==> src/rtl/game_controller_if.sv <==
// Game controller bus: inputs from the debouncers and the frog/lane datapath,
// outputs to the frog block and the video overlay.
// master = game_controller side, slave = surrounding datapath side.
interface game_controller_if;
    logic        frame_tick;
    logic        start_tick;
    logic        collision;
    logic        reached_end;
    logic [1:0]  state;
    logic        frog_reset;
    logic [2:0]  lives;
    logic [3:0]  level;
    logic [15:0] score;
    logic        game_over;
    logic [10:0] time_left;

    modport master (
        input  frame_tick, start_tick, collision, reached_end,
        output state, frog_reset, lives, level, score, game_over, time_left
    );

    modport slave (
        output frame_tick, start_tick, collision, reached_end,
        input  state, frog_reset, lives, level, score, game_over, time_left
    );
endinterface

==> src/rtl/game_controller.sv <==
// Frogger game sequencer: MENU/PLAYING/DEAD/WIN state, respawn pulse,
// lives, level and score bookkeeping. All outputs registered.
// Optional per-life countdown timer enabled by defining GAME_TIMER_EN.
module game_controller #(
    parameter int unsigned START_LIVES = 3,
    parameter int unsigned DEAD_FRAMES = 90,
    parameter int unsigned WIN_FRAMES  = 120,
    parameter int unsigned MAX_LEVEL   = 15,
    parameter int unsigned TIME_FRAMES = 1800
) (
    input  logic              clk,
    input  logic              reset,
    game_controller_if.master bus
);

    typedef enum logic [1:0] {
        MENU    = 2'd0,
        PLAYING = 2'd1,
        DEAD    = 2'd2,
        WIN     = 2'd3
    } state_t;

    // Elaboration-time range guards on the configuration
    if (START_LIVES < 1 || START_LIVES > 7) begin : g_bad_lives
        $error("START_LIVES out of range");
    end
    if (MAX_LEVEL > 15) begin : g_bad_level
        $error("MAX_LEVEL out of range");
    end
    if (DEAD_FRAMES < 1 || WIN_FRAMES < 1 || DEAD_FRAMES > 65536 || WIN_FRAMES > 65536) begin : g_bad_frames
        $error("DEAD_FRAMES/WIN_FRAMES out of range");
    end
    if (TIME_FRAMES < 1 || TIME_FRAMES > 2047) begin : g_bad_time
        $error("TIME_FRAMES out of range");
    end

    localparam logic [2:0]  LIVES_INIT = 3'(START_LIVES);
    localparam logic [3:0]  LEVEL_MAX  = 4'(MAX_LEVEL);
    localparam logic [15:0] DEAD_LAST  = 16'(DEAD_FRAMES - 1);
    localparam logic [15:0] WIN_LAST   = 16'(WIN_FRAMES - 1);

    state_t      r_state,      w_state_nxt;
    logic        r_frog_reset, w_frog_reset_nxt;
    logic        r_mask;
    logic [2:0]  r_lives,      w_lives_nxt;
    logic [3:0]  r_level,      w_level_nxt;
    logic [15:0] r_score,      w_score_nxt;
    logic        r_game_over,  w_game_over_nxt;
    logic [15:0] r_frame_cnt,  w_frame_cnt_nxt;
    logic        w_masked;
    logic        w_timeout;
    logic        w_hit;
    logic        w_goal;

    // The frog's goal flag is stale during the respawn cycle and the one after
    assign w_masked = r_frog_reset | r_mask;
    assign w_hit    = (bus.collision & ~w_masked) | w_timeout;
    assign w_goal   = bus.reached_end & ~w_masked;

`ifdef GAME_TIMER_EN
    localparam logic [10:0] TIME_INIT = 11'(TIME_FRAMES);

    logic [10:0] r_time_left, w_time_left_nxt;

    // Timeout fires on the frame_tick that would take the budget to zero
    assign w_timeout = (r_state == PLAYING) &&
                       ((r_time_left == '0) || (bus.frame_tick && (r_time_left == 11'd1)));

    // Per-life budget: load on respawn, count down while playing, clear in menu
    always_comb begin
        w_time_left_nxt = r_time_left;
        if (w_frog_reset_nxt) begin
            w_time_left_nxt = TIME_INIT;
        end else if (w_state_nxt == MENU) begin
            w_time_left_nxt = '0;
        end else if ((r_state == PLAYING) && bus.frame_tick && (r_time_left != '0)) begin
            w_time_left_nxt = r_time_left - 11'd1;
        end
    end

    // Timer register
    always_ff @(posedge clk) begin
        if (reset) begin
            r_time_left <= '0;
        end else begin
            r_time_left <= w_time_left_nxt;
        end
    end

    assign bus.time_left = r_time_left;
`else
    assign w_timeout     = 1'b0;
    assign bus.time_left = '0;
`endif

    // Next-state and bookkeeping logic
    always_comb begin
        w_state_nxt      = r_state;
        w_frog_reset_nxt = 1'b0;
        w_lives_nxt      = r_lives;
        w_level_nxt      = r_level;
        w_score_nxt      = r_score;
        w_frame_cnt_nxt  = r_frame_cnt;
        case (r_state)
            MENU: begin
                if (bus.start_tick) begin
                    w_state_nxt      = PLAYING;
                    w_frog_reset_nxt = 1'b1;
                    w_lives_nxt      = LIVES_INIT;
                    w_level_nxt      = '0;
                    w_score_nxt      = '0;
                end
            end
            PLAYING: begin
                if (w_hit) begin
                    w_state_nxt     = DEAD;
                    w_frame_cnt_nxt = '0;
                    if (r_lives != '0) begin
                        w_lives_nxt = r_lives - 3'd1;
                    end
                end else if (w_goal) begin
                    w_state_nxt     = WIN;
                    w_frame_cnt_nxt = '0;
                    if (r_score != '1) begin
                        w_score_nxt = r_score + 16'd1;
                    end
                    if (r_level < LEVEL_MAX) begin
                        w_level_nxt = r_level + 4'd1;
                    end
                end
            end
            DEAD: begin
                if (r_lives == '0) begin
                    if (bus.start_tick) begin
                        w_state_nxt = MENU;
                    end
                end else if (bus.frame_tick) begin
                    if (r_frame_cnt == DEAD_LAST) begin
                        w_state_nxt      = PLAYING;
                        w_frog_reset_nxt = 1'b1;
                    end else begin
                        w_frame_cnt_nxt = r_frame_cnt + 16'd1;
                    end
                end
            end
            WIN: begin
                if (bus.frame_tick) begin
                    if (r_frame_cnt == WIN_LAST) begin
                        w_state_nxt      = PLAYING;
                        w_frog_reset_nxt = 1'b1;
                    end else begin
                        w_frame_cnt_nxt = r_frame_cnt + 16'd1;
                    end
                end
            end
            default: begin
                w_state_nxt = MENU;
            end
        endcase
        w_game_over_nxt = (w_state_nxt == DEAD) && (w_lives_nxt == '0);
    end

    // State and output registers
    always_ff @(posedge clk) begin
        if (reset) begin
            r_state      <= MENU;
            r_frog_reset <= 1'b0;
            r_mask       <= 1'b0;
            r_lives      <= LIVES_INIT;
            r_level      <= '0;
            r_score      <= '0;
            r_game_over  <= 1'b0;
            r_frame_cnt  <= '0;
        end else begin
            r_state      <= w_state_nxt;
            r_frog_reset <= w_frog_reset_nxt;
            r_mask       <= r_frog_reset;
            r_lives      <= w_lives_nxt;
            r_level      <= w_level_nxt;
            r_score      <= w_score_nxt;
            r_game_over  <= w_game_over_nxt;
            r_frame_cnt  <= w_frame_cnt_nxt;
        end
    end

    assign bus.state      = r_state;
    assign bus.frog_reset = r_frog_reset;
    assign bus.lives      = r_lives;
    assign bus.level      = r_level;
    assign bus.score      = r_score;
    assign bus.game_over  = r_game_over;

endmodule

==> src/flat_wrapper.sv <==
// flat-port wrapper written by rule: the top's interface ports become plain ports
module game_controller_flat 
#(
    parameter int unsigned START_LIVES = 3,
    parameter int unsigned DEAD_FRAMES = 90,
    parameter int unsigned WIN_FRAMES  = 120,
    parameter int unsigned MAX_LEVEL   = 15,
    parameter int unsigned TIME_FRAMES = 1800
)
  (clk, reset, bus_frame_tick, bus_start_tick, bus_collision, bus_reached_end, bus_state, bus_frog_reset, bus_lives, bus_level, bus_score, bus_game_over, bus_time_left);
  game_controller_if bus_i ();
  input  logic clk;
  input  logic reset;
  input wire logic [$bits(bus_i.frame_tick)-1:0] bus_frame_tick;
  input wire logic [$bits(bus_i.start_tick)-1:0] bus_start_tick;
  input wire logic [$bits(bus_i.collision)-1:0] bus_collision;
  input wire logic [$bits(bus_i.reached_end)-1:0] bus_reached_end;
  output wire logic [$bits(bus_i.state)-1:0] bus_state;
  output wire logic [$bits(bus_i.frog_reset)-1:0] bus_frog_reset;
  output wire logic [$bits(bus_i.lives)-1:0] bus_lives;
  output wire logic [$bits(bus_i.level)-1:0] bus_level;
  output wire logic [$bits(bus_i.score)-1:0] bus_score;
  output wire logic [$bits(bus_i.game_over)-1:0] bus_game_over;
  output wire logic [$bits(bus_i.time_left)-1:0] bus_time_left;
  assign bus_i.frame_tick = bus_frame_tick;
  assign bus_i.start_tick = bus_start_tick;
  assign bus_i.collision = bus_collision;
  assign bus_i.reached_end = bus_reached_end;
  assign bus_state = bus_i.state;
  assign bus_frog_reset = bus_i.frog_reset;
  assign bus_lives = bus_i.lives;
  assign bus_level = bus_i.level;
  assign bus_score = bus_i.score;
  assign bus_game_over = bus_i.game_over;
  assign bus_time_left = bus_i.time_left;
  game_controller #(.START_LIVES(START_LIVES), .DEAD_FRAMES(DEAD_FRAMES), .WIN_FRAMES(WIN_FRAMES), .MAX_LEVEL(MAX_LEVEL), .TIME_FRAMES(TIME_FRAMES)) u_core (.clk(clk), .reset(reset), .bus(bus_i));
endmodule
==> config.mk <==
export PLATFORM = sky130hd
export DESIGN_NAME = game_controller_flat
export DESIGN_NICKNAME = d
export VERILOG_FILES = /design/src/rtl/game_controller_if.sv /design/src/rtl/game_controller.sv /design/src/flat_wrapper.sv
export SDC_FILE = /design/constraint.sdc
export NUM_CORES = 1
export LEC_CHECK = 0
export BUFFER_PORTS_ARGS = -buffer_cell sky130_fd_sc_hd__buf_2
export CAP_MARGIN = 25
export CORE_AREA = 2 2 75 77
export CTS_BUF_LIST = sky130_fd_sc_hd__clkbuf_8
export DETAILED_ROUTE_END_ITERATION = 6
export DIE_AREA = 0 0 77 79
export GPL_TIMING_DRIVEN = 0
export PLACE_DENSITY = 0.74
export SKIP_LAST_GASP = 1
export SLEW_MARGIN = 20
export SYNTH_ARGS = -nofsm -noshare
export SYNTH_HDL_FRONTEND = slang
export SYNTH_SLANG_ARGS = --single-unit
==> constraint.sdc <==
create_clock -name clk -period 1.8 [get_ports clk]
set_input_delay 0.27 -clock clk [delete_from_list [all_inputs] [get_ports clk]]
set_output_delay 0.27 -clock clk [all_outputs]
set_load 0.02 [all_outputs]
Yosys cells after proc, flatten, opt, wreduce, memory -nomap -nowiden. Cells that the tools add are included.

Register bits after elaboration: 44. Input bits: 6. Word-level logic and storage cells: 84. Output and inout bits: 38.

Bitwise gates (word level): 4. Multiplexer cells: 39. Equality and inequality tests: 18. $lt $le $gt $ge: 1. $add $sub $neg: 4. Reduce and logical (&&, ||, !) cells: 10.

Operators with widths (count): $mux 16 (11); $pmux 16 s3 (1); $add 16x1->16 const B (2); $eq 16x7->1 const B (2); $pmux 16 s2 (1); $mux 2 (9); $mux 4 (4); $ne 16x16->1 const B (1); $ne 2x2->1 const B (7); $reduce_and 5->1 (2); $mux 3 (3); $pmux 2 s4 (1); $pmux 4 s2 (1); $reduce_and 7->1 (1); $eq 2x2->1 const B (3); $logic_not 3->1 (2); $mux 1 (6); $ne 2x1->1 const B (3); $pmux 3 s2 (1); $reduce_bool 3->1 (2); $add 4x1->4 const B (1); $lt 4x4->1 const B (1); $ne 3x1->1 const B (1); $pmux 1 s3 (1); other kinds (8) (9).

Longest topological paths before layout.
Depth after elaboration: 8. Depth in mapped cells: 8. Gate-level depth less buffers: 7.

Worst setup path after synthesis. OpenSTA, ideal clock, no wires.

Kind: flip-flop to flip-flop. Start point: register u_core.r_score[0], in the netlist u_core.bus.score[0]. End point: register u_core.r_score[0], in the netlist u_core.bus.score[0]. Required time: 1.672 ns. Path buffers: 2. Setup slack: -0.356 ns. Period minus slack after synthesis: 2.156 ns. Data arrival time: 2.029 ns. Stages on the path, launching flop included: 9. Setup time: 0.128 ns. Path through: dfxtp_1 -> ha_1 -> and3_1 -> nand3_1 -> o311ai_2 -> buf_2 -> buf_2 -> xor2_1 -> nor2_1.

Longest elaborated chain between the ends: 5. Elaborated cells between the ends (all ways): 8. Those cells by class: add/sub: 1; eq/ne: 2; mux: 4; reduce/logical: 1.

RTL lines: start, declared (RTL line game_controller.sv:47) `logic [15:0] r_score, w_score_nxt;`; start signal, assigned (RTL line game_controller.sv:180) `r_score <= w_score_nxt;`; $add 16x1->16 (RTL line game_controller.sv:125) `w_score_nxt = r_score + 16'd1;`; $mux 16 (RTL line game_controller.sv:124) `if (r_score != '1) begin`; $mux 16 (RTL line game_controller.sv:121) `end else if (w_goal) begin`; $mux 16 (RTL line game_controller.sv:115) `if (w_hit) begin`; $pmux 16 s2 (RTL line game_controller.sv:104) `case (r_state)`.

Parallel ways exist; a longest one is shown, timed or not. The select of a mux whose other input is x is not followed. A chain may end at the register's enable or synchronous reset.

Worst setup path after layout.
Start point: register u_core.r_frame_cnt[1]. End point: register u_core.r_frame_cnt[13].

Longest elaborated chain between the ends: 5. Elaborated cells between the ends (all ways): 12. Those cells by class: add/sub: 1; eq/ne: 4; mux: 6; reduce/logical: 1.

RTL lines: start, declared (RTL line game_controller.sv:49) `logic [15:0] r_frame_cnt, w_frame_cnt_nxt;`; start signal, assigned (RTL line game_controller.sv:182) `r_frame_cnt <= w_frame_cnt_nxt;`; $add 16x1->16 (RTL line game_controller.sv:142, game_controller.sv:152); $mux 16 (RTL line game_controller.sv:138) `if (r_frame_cnt == DEAD_LAST) begin`; $mux 16 (RTL line game_controller.sv:137) `end else if (bus.frame_tick) begin`; $mux 16 (RTL line game_controller.sv:133) `if (r_lives == '0) begin`; $pmux 16 s3 (RTL line game_controller.sv:104).

Parallel ways exist; a longest one is shown, timed or not. The select of a mux whose other input is x is not followed.

==> results.tsv <==
stage	metric	value	unit
global_route	track_usage	21.1	%
synth	syn-cell-area	2560	um2
timing	timing.final.crit_share	119	%
cts	clkSlewWorstSetupHoldPaths	0.08	ns
cells_and_area	final_common_cell	buf_2	
global_route	antenna_found_initial	0	
detailed_routing	post_drt_wl_per_cell	14.9	um
power_and_ir_drop	p_leak	0.00133	uW
synth	async_reset_ff_share	0	%
floorplanning	ios	44	
cts	cts-buffers-inserted	5	
placed_design	place_area	2940	um2
synth	yosysTopAreaCellShare	34.3	%
cells_and_area	fin_area	3440	um2
floorplanning	rows	27	
cells_and_area	final_cell_mix	buf_2, dfxtp_1, buf_4	
synth	yosysUniqueCellTypes	61	
power_and_ir_drop	ir_drop	0.000422	V
timing	drv_slew	0	
detailed_routing	met3_length	209	um
cts	tritoncts	done	
global_route	grt_pass1_wl	10400	um
detailed_routing	drt_iter0_drc	90	
placed_design	place_inst	418	
critical_path	cp_cell_sequence	ha_4, or4bb_4, o41ai_4, o211a_4, buf_6, or3_1, a21oi_2	
cells_and_area	finalNonFillerCells	444	
timing	hold_viol_final	0	
floorplanning	core_area	5340	um2
critical_path	crit_family	compound AO/OA/AOI/OAI gates	
critical_path	cp.arrival	2.33	ns
timing	fin_ws	-0.338	ns
synth	ys_ff_latch	44	
detailed_routing	top_layer	met4	
cells_and_area	final_net_count	383	
placed_design	io_buffer_count	32	
critical_path	end_kind	flop	
synth	synth_area_leader_cell	dfxtp_1	
power_and_ir_drop	power_density	668	nW/um2
floorplanning	initial_core_util	48.1	%
floorplanning	die_w	77	um
critical_path	ff2ff_setup_slack	-0.34	ns
synth	yosysSeqAreaShare	34.3	%
global_route	grt_overflow	0	
worst_hold_path	hp-class	input pin to flop	
global_route	grt_max_degree	14	
run	cap_violations	0	
cts	clock_latency	0.31	ns
critical_path	cpPeakStageDelay	0.47	ns
floorplanning	die_y	79	um
global_route	grt_pass1_vias	2276	
detailed_routing	met1_length	2870	um
synth	avgSynthCellArea	8.44	um2
cells_and_area	n_fill_cell	450	
detailed_routing	dr.pass1.iters	4	
worst_hold_path	hp-start	bus_collision	
synth	synth_edf_count	0	
timing	max_clock_freq	0.468	GHz
timing	finClkSkew	0.00839	ns
cts	clock_path_buffers	2	
timing	holdWs	0.219	ns
synth	ys.warnings.count	0	
placed_design	gp_congestion	0.791	
cells_and_area	area_growth	34.2	%
critical_path	cp_num_buf_inv	1	
critical_path	critPathSlowestCell	or4bb_4	
detailed_routing	wl_met2	3480	um
detailed_routing	wl	6620	um
synth	synthTopCellsByArea	dfxtp_1, a21oi_1, or3_1	
cells_and_area	antenna_cells	0	
detailed_routing	drtAntennaViolNets	0	
timing	fin_crit	2.14	ns
critical_path	crit_fanout	8	
synth	synth_ff_type	dfxtp_1	
timing	rsz0062_at_grt	true	
timing	fin_setup_tns	-5.51	ns
cells_and_area	layout-drive-gt1-share	39.2	%
power_and_ir_drop	power	2300	uW
cts	root_buffer	clkbuf_8	
placed_design	dpl.hpwl	4350	um
detailed_routing	vias	2559	
cts	clock-sinks	44	
critical_path	reg2reg_from	u_core.r_frame_cnt[1]	
timing	tightest_slew	0.713	ns
critical_path	ff2ff_path_depth	7	
critical_path	cp.required	1.99	ns
outcome	status	finished, violations left	
timing	slew_headroom	52.5	%
critical_path	r2r_end	u_core.r_frame_cnt[13]	
cts	htree_levels	2	
synth	syn_inst	304	
outcome	failed_checks	setup timing	
timing	setup_viol	27	
critical_path	worstSetupPathType	flop to flop	
worst_hold_path	min_path_cells	2	
floorplanning	dieArea	6080	um2
detailed_routing	routed_via_density	5.76	
worst_hold_path	min_to	u_core.bus.state[0]	
detailed_routing	drc	0	
critical_path	startpoint_type	flop	
[kinds of logic after synthesis]
kind of cell             share of synthesized area (%)
AND/OR/NAND/NOR                                   31.6
multiplexers                                      1.61
adder cells (fa/ha/maj)                           2.93
AO/OA/AOI/OAI                                     21.5
flip-flops                                        34.3
other                                            0.146
buffers and inverters                             6.54
XOR/XNOR                                          1.37
[cell usage after synthesis, types with 2 or more instances]
library cell / count
dfxtp_1: 44
a21oi_1: 27
nand2_1: 22
or3_1: 21
nor2_1: 18
nand3_1: 17
o21ai_0: 14
o21ai_1: 12
buf_4: 11
nand4_1: 9
clkbuf_1: 7
inv_1: 7
a31oi_1: 6
ha_1: 6
nand2b_1: 6
and3_1: 5
and4_1: 5
nor3_1: 4
or4_1: 4
a41o_1: 3
and2_1: 3
mux2i_1: 3
o211ai_1: 3
o31ai_1: 3
xnor2_1: 3
buf_2: 2
buf_6: 2
nand3b_1: 2
or2_2: 2
or4bb_1: 2
[report_power, final]
group / leakage (uW) / switching [uW] / internal (uW)
logic: 0.000905 / 254 / 181
clock network: 0.0000645 / 354 / 490
registers: 0.000365 / 34.3 / 986
total: 0.00133 / 642 / 1660
[routing by layer]
metal  track usage, %  vias to the layer above
met5                0                        -
met2             38.3                       46
met1             25.6                     1243
met3             4.32                        6
li1                 -                     1264
met4             5.36                        0
[flip-flops by register name (all words and copies together) (netlist names)]
register / count
u_core.bus.score: 16
u_core.r_frame_cnt: 16
u_core.bus.level: 4
u_core.bus.lives: 3
u_core.bus.state: 2
u_core.bus.frog_reset: 1
u_core.bus.game_over: 1
u_core.r_mask: 1
[worst max-delay path by stage]
| stage | startpoint | end | slack, ns | depth (start not counted) |
|---|---|---|---|---|
| after floorplan | u_core.r_frame_cnt[15] | u_core.r_frame_cnt[14] | -0.08 | 6 |
| after global placement | u_core.bus.score[0] | u_core.bus.score[0] | -0.25 | 8 |
| after detailed placement | u_core.r_frame_cnt[0] | u_core.r_frame_cnt[13] | -0.26 | 7 |
| after CTS | u_core.r_frame_cnt[11] | u_core.r_frame_cnt[6] | -0.24 | 6 |
| after global routing | u_core.r_frame_cnt[1] | u_core.r_frame_cnt[8] | -0.40 | 7 |
| final | u_core.r_frame_cnt[1] | u_core.r_frame_cnt[13] | -0.34 | 7 |
[worst reg2reg max path: cells and delay by family, from the launching register on]
kind	cells	cell delay, ns
DFF	1	0.39
AOI/OAI and AO/OA	3	0.73
adders and majority gates	1	0.16
and+or+nand+nor	2	0.60
buffers and inverters	1	0.16
[metrics by stage]
step / setup WS [ns] / utilization (%)
6_report: -0.338 / 64.5
5_1_grt: -0.401 / 64.5
4_1_cts: -0.242 / 59.8
3_5_place_dp: -0.255 / 55.1
3_3_place_gp: -0.247 / 55.1
2_1_floorplan: -0.0826 / -
[area by class of cell]
| class | instances | area (um2) | share of cell area [%] |
|---|---|---|---|
| inverters | 7 | 26.3 | 0.763 |
| clock buffers | 7 | 96.3 | 2.80 |
| flip-flops and latches | 44 | 927 | 26.9 |
| well taps | 72 | 90.1 | 2.62 |
| plain buffers | 21 | 160 | 4.65 |
| repair buffers | 51 | 349 | 10.1 |
| multi-input cells | 241 | 1760 | 51.2 |
| clock inverters | 1 | 30.0 | 0.872 |
[timing repair]
item	4_1_cts	5_1_grt
setup buffers	6	11
hold buffers	0	0
gates cloned	1	2
pin swaps	13	37
setup endpoints to repair	40	40
resized for setup	17	38
Note: power is estimated with default switching activity, not from simulation.
